===== config.mk =====
export PLATFORM = sky130hd
export DESIGN_NAME = glyph_row_reader
export DESIGN_NICKNAME = d
export VERILOG_FILES = /design/src/rtl/glyph_row_reader.sv
export SDC_FILE = /design/constraint.sdc
export NUM_CORES = 1
export LEC_CHECK = 0
export BUFFER_PORTS_ARGS = -buffer_cell sky130_fd_sc_hd__buf_2
export CORE_MARGIN = 2
export CORE_UTILIZATION = 48
export DETAILED_ROUTE_END_ITERATION = 8
export PLACE_DENSITY = 0.77
export SLEW_MARGIN = 20
export SYNTH_ARGS = -nofsm -noshare
export SYNTH_HDL_FRONTEND = slang
export SYNTH_SLANG_ARGS = --single-unit

===== constraint.sdc =====
create_clock -name clock -period 1.84 [get_ports clock]
set_input_delay 0.184 -clock clock [delete_from_list [all_inputs] [get_ports clock]]
set_output_delay 0.184 -clock clock [all_outputs]
set_load 0.01 [all_outputs]

===== src/rtl/glyph_row_reader.sv =====
// Reads the 8 row bytes of one glyph from the falling-edge bitmap ROM and
// serializes each row MSB-first as single pixels over a valid/ready stream.
module glyph_row_reader #(
    parameter int GLYPH_W = 7,
    parameter int ROW_W   = 8
) (
    input  logic                 clock,
    input  logic                 reset,
    input  logic                 start,
    input  logic [GLYPH_W-1:0]   glyph,
    output logic                 busy,
    output logic                 done,
    output logic                 rom_enable,
    output logic [GLYPH_W+2:0]   rom_address,
    input  logic [ROW_W-1:0]     rom_data,
    output logic                 pixel_valid,
    input  logic                 pixel_ready,
    output logic                 pixel,
    output logic [2:0]           pixel_x,
    output logic [2:0]           pixel_y
);

    typedef enum logic [2:0] {
        IDLE    = 3'd0,
        FETCH   = 3'd1,
        CAPTURE = 3'd2,
        SHIFT   = 3'd3,
        DONE    = 3'd4
    } state_t;

    localparam logic [2:0] LAST_COL = 3'(ROW_W - 1);
    localparam logic [2:0] LAST_ROW = 3'd7;

    state_t               state;
    state_t               state_next;
    logic [GLYPH_W-1:0]   glyph_q;
    logic [2:0]           row;
    logic [2:0]           col;
    logic [ROW_W-1:0]     shreg;
    logic                 handshake;

    // NOTE: sequential state uses non-blocking assignments so every register
    // samples the pre-edge values; blocking here would create order-dependent races.
    always_ff @(posedge clock) begin
        if (reset) begin
            state <= IDLE;
        end else begin
            state <= state_next;
        end
    end

    // NOTE: every output and next-state value gets a default before the case,
    // so no path through the block can leave a signal unassigned (no latches).
    always_comb begin
        state_next  = state;
        busy        = (state != IDLE);
        done        = 1'b0;
        rom_enable  = 1'b0;
        pixel_valid = 1'b0;
        unique case (state)
            IDLE:    if (start) state_next = FETCH;
            FETCH: begin
                rom_enable = 1'b1;
                state_next = CAPTURE;
            end
            CAPTURE: state_next = SHIFT;
            SHIFT: begin
                pixel_valid = 1'b1;
                if (pixel_ready && col == LAST_COL) begin
                    state_next = (row == LAST_ROW) ? DONE : FETCH;
                end
            end
            DONE: begin
                done       = 1'b1;
                state_next = IDLE;
            end
            default: state_next = IDLE;
        endcase
    end

    assign handshake   = (state == SHIFT) && pixel_ready;
    assign rom_address = {glyph_q, row};
    assign pixel       = shreg[ROW_W-1];
    assign pixel_x     = col;
    assign pixel_y     = row;

    // NOTE: all datapath registers are reset so an abandoned glyph leaves every
    // output at zero on the next cycle; there is no memory array here to exempt.
    always_ff @(posedge clock) begin
        if (reset) begin
            glyph_q <= '0;
            row     <= '0;
            col     <= '0;
            shreg   <= '0;
        end else begin
            unique case (state)
                IDLE: begin
                    if (start) begin
                        glyph_q <= glyph;
                        row     <= '0;
                    end
                end
                CAPTURE: begin
                    shreg <= rom_data;
                    col   <= '0;
                end
                SHIFT: begin
                    if (handshake) begin
                        shreg <= {shreg[ROW_W-2:0], 1'b0};
                        col   <= col + 3'd1;
                        // The last column of row 7 wraps the row counter back to 0.
                        if (col == LAST_COL) row <= row + 3'd1;
                    end
                end
                default: ;
            endcase
        end
    end

endmodule


# == Word-level counts from Yosys, hierarchy flattened ==
# Cells that the tools add are included.
# classes
n_addsub,2
n_eq_ne,10
mux,15
n_reduce_logical,10
# op_table
op,count
$mux W3,7
$pmux W8 S2,1
$pmux W3 S2,2
$pmux W3 S4,1
$eq A3 B3 Y1 const B,3
$mux W8,1
$add A3 B1 Y3 const B,2
$eq A3 B2 Y1 const B,2
$ne A2 B2 Y1 const B,3
$reduce_and A2 Y1,3
$reduce_and A4 Y1,1
$reduce_bool A2 Y1,2
$eq A3 B1 Y1 const B,1
$logic_not A3 Y1,1
$mux W1,3
$reduce_bool A3 Y1,1
$logic_and A1 B1 Y1,2
$ne A2 B1 Y1 const B,1
# totals
ff_bits,24
in_bits,19
out_inout_bits,21

# == Depth between registers and ports, before layout ==
# Gate-level depths: netlist of the first run.
# logic_depth
depth_word,4
mapped_depth,6
ltp_nobuf,5

# == Worst setup path before layout of the first run ==
# No wires, ideal clock.
# synth_timing
kind,register to register
from,"reg col[0], in the netlist pixel_x[0]"
to,"reg row[1], in the netlist pixel_y[1]"
arrival_ns,1.223
path_slack_ns,0.545
stages_incl_launch_ff,6
path_buffers,0
synth_period_minus_slack_ns,1.295
cell_sequence,dfxtp_1 > ha_1 > ha_1 > nand4_1 > a21oi_4 > mux2i_1
# synth_via
elab_chain_len,3
# synth_rtl
element,line,source
"start, declared",38,logic [2:0] col;
"start signal, assigned",110,col <= col + 3'd1;
$eq A3 B3 Y1,112,if (col == LAST_COL) row <= row + 3'd1;
$ne A2 B1 Y1 (no source line),-,
$reduce_and A4 Y1 (no source line),-,
"end signal, assigned",112,
"end, declared",37,logic [2:0] row;
# No other way between the ends.
# A chain may end at the register's enable or synchronous reset.

# == Worst setup path after layout of the first run ==
# layout_timing
from,reg state[0]
to,out pixel_valid
# layout_via
elab_chain_len,2
# layout_rtl
element,line,source
"start, declared",34,state_t state;
"start signal, assigned",48,state <= state_next;
$eq A3 B2 Y1,60,unique case (state)
$mux W1,60,
"end, declared",16,"output logic pixel_valid,"
# No other way between the ends.

==> flow_metrics.py, run 1 <==
metrics = {
    "synth": {
        "syn_nets": 149,
        "synth.avg_cell_area_um2": 9.22,
        "yosysMostFrequentCell": "dfxtp_1",
        "async_reset_ff_frac": 0,
        "ys_warn_count": 0,
        "ys_top_cells_by_count": "dfxtp_1, nand2_1, a21oi_1, nor2_1, mux2i_1",
        "ys_ff_latch": 24,
        "yosysTopAreaCell": "dfxtp_1",
        "synth_edf_count": 0,
        "synthTopCellsByArea": "dfxtp_1, mux2i_1, a311oi_1",
        "yosysTopAreaCellShare": 0.414,
        "ys.flop_type": "dfxtp_1",
        "synth_cell_type_count": 29,
        "ys_seq_area_frac": 0.414,
        "synth_cells": 126,
        "syn_area_um2": 1160,
    },
    "setup_path": {
        "required_ns": 1.66,
        "slowest_delay_ns": 0.59,
        "cp-start-kind": "flop",
        "crit_family": "flip-flops",
        "crit_path_cell_trace": "nand3b_4 > inv_2 > buf_2",
        "slowest_stage": "dfxtp_1",
        "crit_fanout": 13,
        "setup.worst_path.class": "reg2out",
        "critPathBufInv": 2,
        "cp-end-kind": "output port",
        "arrival_ns": 1.52,
    },
    "timing": {
        "slew_viol_final": 0,
        "skew_ns": 0.00787,
        "finalCritPeriodShare": 0.926,
        "rsz0062_at_grt": "false",
        "slew_headroom": 0.655,
        "worst_slew_pin_slew_ns": 0.517,
        "clock.fmax_ghz": 0.587,
        "setup_viol": 0,
        "final.min_clock_period_ns": 1.70,
        "setup-tns-final_ns": 0,
        "hold_violations": 0,
        "fin_hold_ws_ns": 0.114,
        "fin_ws_ns": 0.136,
    },
    "global_routing": {
        "grt_pass1_vias": 935,
        "grt_pass1_wl_um": 4040,
        "overflow": 0,
        "grtUsageTotal": 0.193,
        "grt_start_max_net_pins": 28,
        "grt_antenna_before_repair": 0,
    },
    "floorplanning": {
        "die-area_um2": 2830,
        "die_w_um": 53.2,
        "start_util": 0.515,
        "pin_count": 40,
        "coreArea_um2": 2250,
        "rows": 17,
        "die_h_um": 53.2,
    },
    "layout": {
        "diodes": 0,
        "area_growth_pct": 14.7,
        "num-nets-final": 181,
        "drive_gt1_frac": 0.308,
        "nFillCells": 243,
    },
    "place": {
        "port_buffers": 39,
        "dpl.hpwl_um": 1680,
        "gp_congestion": 0.727,
        "place_ws_ns": 0.303,
    },
    "clock_tree": {
        "postCtsSetupRepairBufs": 0,
        "clk_pin_slew_ns": 0.13,
        "htreeDepth": 1,
        "clock-root-buffer": "clkbuf_4",
        "tritoncts": "built",
        "ctsHoldBuffers": 0,
        "insertion_delay_ns": 0.31,
        "numCtsBuffers": 3,
        "cts.repair.resized": 0,
        "clk_path_buf_depth": 2,
        "clock-sinks": 24,
    },
    "pwr": {
        "cellPowerDensity_nw_per_um2": 744,
        "ir_drop_v": 0.000421,
        "leakage_nw": 0.624,
    },
    "run_status": {
        "status": "completed",
    },
    "drt": {
        "firstDrtPassIters": 4,
        "routed_wl_um": 2340,
        "vias_per_cell": 5.47,
        "drc": 0,
        "antenna_left": 0,
        "vias": 1006,
        "initialDrtViolationCount": 17,
        "wl_per_cell_um": 12.7,
    },
    "hold_path": {
        "min_path_type": "in2reg",
    },
    "run": {
        "max-cap-violations": 0,
    },
}
## cell families after synthesis
logic type	synth area share
AO/OA/AOI/OAI	0.147
adder cells (fa/ha/maj)	0.0431
buffers and inverters	0.0840
flip-flops	0.414
multiplexers	0.0776
AND/OR/NAND/NOR	0.235
## layout by cell type, fill, tap and decap left out, drive strengths merged, types with 2 or more instances in the layout
cell    synthesis  final
nor2           11     11
o21ai           4      4
inv             2      2
nand3           4      4
nand2b          4      4
a311oi          7      7
nand2          14     14
nand3b          5      5
nor4b           2      2
dfxtp          24     24
mux2i           9      9
ha              4      4
a21oi          12     12
clkbuf          5      3
buf             8     40
nor3            2      2
nor2b           2      2
## final timing paths
check / start / endpoint / slack, ns / depth (start not counted)
worst max-delay path: state[0] / pixel_valid / 0.14 / 3
worst min-delay path: glyph[6] / glyph_q[6] / 0.11 / 3
worst max register to register: state[1] / shreg[5] / 0.29 / 3
worst min register to register: shreg[2] / shreg[3] / 0.49 / 2
## power breakdown
group	internal (mW)	switching (mW)	total, mW
logic	0.0871	0.0967	0.184
clock network	0.0763	0.148	0.224
registers	0.553	0.0297	0.583
total	0.716	0.275	0.991
## final cells by class
type	instances	area (µm²)	share of cell area
Tap cell	28	35.0	0.0263
Clock buffer	3	22.5	0.0169
Sequential cell	24	480	0.361
Inverter	2	7.51	0.00564
Timing Repair Buffer	40	203	0.152
Multi-Input combinational cell	87	583	0.438
## per-layer routing
metal  wire length (µm)  vias up  track usage
met3                148        2       0.0254
met4                 12        0       0.0769
met1               1040      463        0.253
li1                   -      505            -
met2               1130       36        0.317
met5                  0        -            0
## state kept, by name, indices dropped and copies added (netlist names)
name	flops
state	3
pixel_y	3
pixel_x	3
shreg	8
glyph_q	7
## worst reg2reg max path, delay by kind of cell (launching register included)
family	cells	cell delay (ns)
DFF	1	0.58
AOI/OAI and AO/OA	2	0.39
and+or+nand+nor	1	0.50
## metrics by stage
step | std cells | cell area, µm² | utilization | total power, mW
finish | 184 | 1330 | 0.590 | 0.991
global route | 184 | 1330 | 0.590 | 1.05
floorplan | 126 | 1160 | - | 0.727
detailed placement | 181 | 1310 | 0.580 | 0.778
CTS | 184 | 1330 | 0.590 | 1.00
global placement | 181 | 1310 | 0.580 | 0.769
Note: power is estimated with default switching activity, not from simulation.
==> run 2, diff against run 1 <==
==> constraint.sdc (replaced) <==
create_clock -name clock -period 1.84 [get_ports clock]
set_input_delay 0.368 -clock clock [delete_from_list [all_inputs] [get_ports clock]]
set_output_delay 0.368 -clock clock [all_outputs]
set_load 0.01 [all_outputs]
==> run 2 against run 1 <==
Compared with the run above:
- flip-flop and latch count did not move
- maximum frequency fell by 3.9%
- setup slack got worse by 0.070 ns
- cell count rose by 1.1%
- first-iteration DRC count fell by 12%
- global-route usage rose by 0.59 points
- via count rose by 2.7%
- sequential share of layout area fell by 0.81 points
- clock-buffer cell count did not move
- combinational power rose by 3%
- die area did not move
==> flow_metrics.py, run 2 (synthesis gave the netlist of run 1 again) <==
metrics = {
    "setup_path": {
        "setup.worst_path.class": "reg2out",
        "required_ns": 1.47,
        "cp-start-kind": "flop",
        "cp-end-kind": "output port",
        "crit_path_cell_trace": "nand3b_4 > inv_2 > buf_2",
        "slowest_stage": "dfxtp_2",
        "crit_fanout": 13,
        "slowest_delay_ns": 0.49,
        "arrival_ns": 1.41,
    },
    "global_routing": {
        "grt_start_max_net_pins": 28,
        "grt_pass1_vias": 923,
        "overflow": 0,
        "grtUsageTotal": 0.198,
        "grt_antenna_before_repair": 0,
        "grt_pass1_wl_um": 4050,
    },
    "clock_tree": {
        "postCtsSetupRepairBufs": 0,
        "htreeDepth": 1,
        "ctsHoldBuffers": 0,
        "insertion_delay_ns": 0.34,
        "clock-root-buffer": "clkbuf_4",
        "numCtsBuffers": 3,
        "tritoncts": "built",
        "clk_pin_slew_ns": 0.14,
        "clk_path_buf_depth": 2,
        "clock-sinks": 24,
        "cts.repair.resized": 3,
    },
    "layout": {
        "largestRegisters": "shreg: 8 flops, glyph_q: 7 flops",
        "drive_gt1_frac": 0.335,
        "diodes": 0,
        "area_growth_pct": 18.2,
        "max_flop_register": "shreg",
        "postLayoutCoreUtil": 0.609,
        "final_common_cell": "buf_2",
        "largest_register_ffs": 8,
        "most-common-layout-cells": "buf_2, dfxtp_1, nand2_1",
        "num-nets-final": 182,
    },
    "drt": {
        "wl_met2_um": 1200,
        "vias": 1033,
        "initialDrtViolationCount": 15,
        "dr_wl_met3_um": 134,
        "firstDrtPassIters": 4,
        "wl_met1_um": 1120,
        "drc": 0,
        "highest_layer": "met4",
        "vias_per_cell": 5.55,
        "wl_per_cell_um": 13.5,
        "antenna_left": 0,
        "routed_wl_um": 2500,
    },
    "floorplanning": {
        "coreArea_um2": 2250,
        "die-area_um2": 2830,
        "pin_count": 40,
        "start_util": 0.515,
        "rows": 17,
        "die_h_um": 53.2,
        "die_w_um": 53.2,
    },
    "timing": {
        "slew_viol_final": 0,
        "setup_viol": 0,
        "finalCritPeriodShare": 0.964,
        "slew_headroom": 0.686,
        "skew_ns": 0.0128,
        "clock.fmax_ghz": 0.564,
        "final.min_clock_period_ns": 1.77,
        "hold_violations": 0,
        "worst_slew_pin_slew_ns": 0.470,
        "rsz0062_at_grt": "false",
        "setup-tns-final_ns": 0,
        "fin_hold_ws_ns": 0.263,
    },
    "place": {
        "dpl.hpwl_um": 1740,
        "port_buffers": 39,
        "gp_congestion": 0.807,
    },
    "pwr": {
        "ir_drop_v": 0.000438,
        "cellPowerDensity_nw_per_um2": 850,
        "leakage_nw": 0.644,
    },
    "run_status": {
        "status": "completed",
    },
    "hold_path": {
        "min_path_type": "in2reg",
    },
    "run": {
        "max-cap-violations": 0,
    },
}
-- run 2: changes by cell type in the layout (fill, tap and decap cells not counted), sizes merged --
cell	before	now
buf	40	41
bufinv	0	1
-- run 2: worst paths after layout --
path,slack (ns),startpoint,cells after the start,to
setup / recovery,0.07,state[0],3,pixel_valid
setup reg to reg,0.42,pixel_x[0],5,pixel_y[1]
hold reg to reg,0.49,shreg[3],2,shreg[4]
hold / removal,0.26,glyph[2],3,glyph_q[2]
-- run 2: metrics by stage --
stage	instance area, µm²	setup WS [ns]	power (mW)	instances
after floorplan	1160	0.545	0.727	126
after global placement	1320	0.387	0.774	182
after detailed placement	1320	0.311	0.782	182
after CTS	1370	0.0707	1.17	186
after global routing	1370	0.00288	1.21	186
final	1370	0.0663	1.17	186
-- run 2: metal layers --
layer	up-vias	GRT usage
met1	492	0.239
met3	6	0.0311
met2	30	0.338
met5	-	0
met4	0	0.103
li1	505	-
-- run 2: critical path, delay by kind of cell (launching register included) --
| kind | cells | cell delay [ns] |
|---|---|---|
| AND/OR/NAND/NOR | 1 | 0.18 |
| buffers and inverters | 2 | 0.40 |
| flip-flops | 1 | 0.49 |
-- run 2: layout make-up --
type | instances | area (µm²)
clock buffers | 3 | 22.5
clock inverters | 1 | 30.0
flip-flops and latches | 24 | 484
repair buffers | 41 | 210
inverters | 2 | 7.51
well taps | 28 | 35.0
fillers | 224 | 882
multi-input cells | 87 | 583
-- run 2: where the power goes --
part | switching (mW) | internal, mW | total (mW) | leakage [nW]
combinational | 0.0996 | 0.0899 | 0.189 | 0.419
sequential | 0.0302 | 0.554 | 0.584 | 0.197
clock | 0.171 | 0.221 | 0.392 | 0.0279
==> run 3, diff against run 2 <==
- PLACE_DENSITY: 0.77 -> 0.78
==> run 3 against run 2 <==
Compared with the run above:
- register-to-register slack improved by 0.02 ns
- setup slack gained 0.039 ns
- maximum frequency is 2.3% higher
- first-iteration DRC count grew 53%
- critical endpoint unchanged
- largest cell class unchanged
- largest power group unchanged
==> flow_metrics.py, run 3 (synthesis gave the netlist of run 1 again) <==
metrics = {
    "place": {
        "port_buffers": 39,
        "gp_congestion": 0.753,
        "dpl.hpwl_um": 1710,
        "place_ws_ns": 0.328,
    },
    "hold_path": {
        "min_path_type": "in2reg",
        "min_from": "glyph[4]",
        "min_path_cells": 3,
        "hold_end": "glyph_q[4]",
    },
    "drt": {
        "routed_wl_um": 2380,
        "wl_per_cell_um": 12.8,
        "antenna_left": 0,
        "highest_layer": "met4",
        "firstDrtPassIters": 4,
        "wl_met2_um": 1180,
        "dr_wl_met3_um": 111,
        "vias": 984,
        "vias_per_cell": 5.29,
        "initialDrtViolationCount": 23,
        "drc": 0,
        "wl_met1_um": 1070,
    },
    "run_status": {
        "status": "completed",
    },
    "layout": {
        "area_growth_pct": 16.8,
        "postLayoutCoreUtil": 0.602,
        "num-nets-final": 182,
        "final_common_cell": "buf_2",
        "largest_register_ffs": 8,
        "diodes": 0,
        "nFillCells": 216,
        "max_flop_register": "shreg",
        "drive_gt1_frac": 0.335,
        "largestRegisters": "shreg: 8 flops, glyph_q: 7 flops",
        "most-common-layout-cells": "buf_2, dfxtp_1, nand2_1",
    },
    "timing": {
        "slew_viol_final": 0,
        "worst_slew_pin_slew_ns": 0.456,
        "fin_ws_ns": 0.105,
        "finalCritPeriodShare": 0.943,
        "final.min_clock_period_ns": 1.73,
        "skew_ns": 0.00788,
        "rsz0062_at_grt": "false",
        "slew_headroom": 0.695,
        "clock.fmax_ghz": 0.577,
        "setup_viol": 0,
        "hold_violations": 0,
        "setup-tns-final_ns": 0,
    },
    "setup_path": {
        "r2r_cells": 5,
        "cp-end-kind": "output port",
        "cp-start-kind": "flop",
        "crit_fanout": 13,
        "setup.worst_path.class": "reg2out",
        "required_ns": 1.47,
        "ff2ff_setup_slack_ns": 0.44,
        "timing.rr.end": "pixel_y[1]",
        "arrival_ns": 1.37,
        "worstReg2RegStart": "pixel_x[0]",
    },
    "pwr": {
        "netSwitchingFraction": 0.272,
        "cellPowerDensity_nw_per_um2": 775,
        "p_int_mw": 0.765,
        "switchingPower_mw": 0.286,
        "ir_drop_v": 0.000481,
        "power.share.clock": 0.269,
        "pwr-share-comb": 0.176,
        "sequentialPowerShare": 0.555,
        "leakage_nw": 0.637,
    },
    "clock_tree": {
        "clock-sinks": 24,
        "clk_path_buf_depth": 2,
        "htreeDepth": 1,
        "clk_pin_slew_ns": 0.14,
        "numCtsBuffers": 3,
        "insertion_delay_ns": 0.32,
        "clock-root-buffer": "clkbuf_4",
        "tritoncts": "built",
        "postCtsSetupRepairBufs": 0,
    },
    "run": {
        "max-cap-violations": 0,
    },
    "global_routing": {
        "grt_antenna_before_repair": 0,
        "grtUsageTotal": 0.188,
        "grt_pass1_vias": 908,
        "grt_pass1_wl_um": 3860,
        "grt_start_max_net_pins": 28,
        "overflow": 0,
    },
    "floorplanning": {
        "pin_count": 40,
        "die-area_um2": 2830,
        "die_h_um": 53.2,
        "coreArea_um2": 2250,
        "rows": 17,
        "die_w_um": 53.2,
        "start_util": 0.515,
    },
}
## run 3: cell count changes in the layout (fill, tap and decap cells not counted), sizes merged
cell	before	now
bufinv	1	0
clkbuf	3	4
## run 3: power groups by stage
stage / clock network (mW) / logic [mW] / registers [mW]
after floorplan: 0 / 0.140 / 0.587
after global placement: 0 / 0.183 / 0.591
after detailed placement: 0 / 0.186 / 0.593
after CTS: 0.288 / 0.186 / 0.584
after global routing: 0.303 / 0.210 / 0.590
final: 0.282 / 0.185 / 0.584
## run 3: cell type report
| cell class | instances | area, µm² | share of cell area |
|---|---|---|---|
| Clock buffer | 4 | 36.3 | 0.0268 |
| Tap cell | 28 | 35.0 | 0.0258 |
| Sequential cell | 24 | 484 | 0.357 |
| Inverter | 2 | 7.51 | 0.00554 |
| Multi-Input combinational cell | 87 | 583 | 0.430 |
| Timing Repair Buffer | 41 | 210 | 0.155 |
## run 3: per-layer routing
| metal | vias to the layer above | track usage |
|---|---|---|
| li1 | 507 | - |
| met1 | 445 | 0.237 |
| met2 | 30 | 0.317 |
| met3 | 2 | 0.0254 |
| met4 | 0 | 0.0812 |
| met5 | - | 0 |
## run 3: timing repair
item | in CTS | in global routing
endpoints found under the setup margin | 1 | 0
hold buffers | 0 | 0
resized for setup | 3 | 0
## run 3: stage by stage
step / hold WS [ns] / cell area [µm²] / power (mW) / instances
after floorplan: 0.450 / 1160 / 0.727 / 126
after global placement: 0.462 / 1320 / 0.774 / 182
after detailed placement: 0.474 / 1320 / 0.780 / 182
after CTS: 0.273 / 1360 / 1.06 / 186
after global routing: 0.279 / 1360 / 1.10 / 186
final: 0.276 / 1360 / 1.05 / 186
## run 3: worst max-delay path, cell delays in order, from the launching register on
cell,delay [ns]
dfxtp_2,0.48
nand3b_4,0.18
inv_2,0.22
buf_2,0.17
## run 3: worst max path at each step
stage,startpoint,endpoint,slack (ns),cells after the start
after floorplan,pixel_x[0],pixel_y[1],0.55,5
after global placement,state[0],pixel_valid,0.38,3
after detailed placement,state[0],pixel_valid,0.33,3
after CTS,state[0],pixel_valid,0.10,3
after global routing,state[0],pixel_valid,0.01,3
final,state[0],pixel_valid,0.11,3
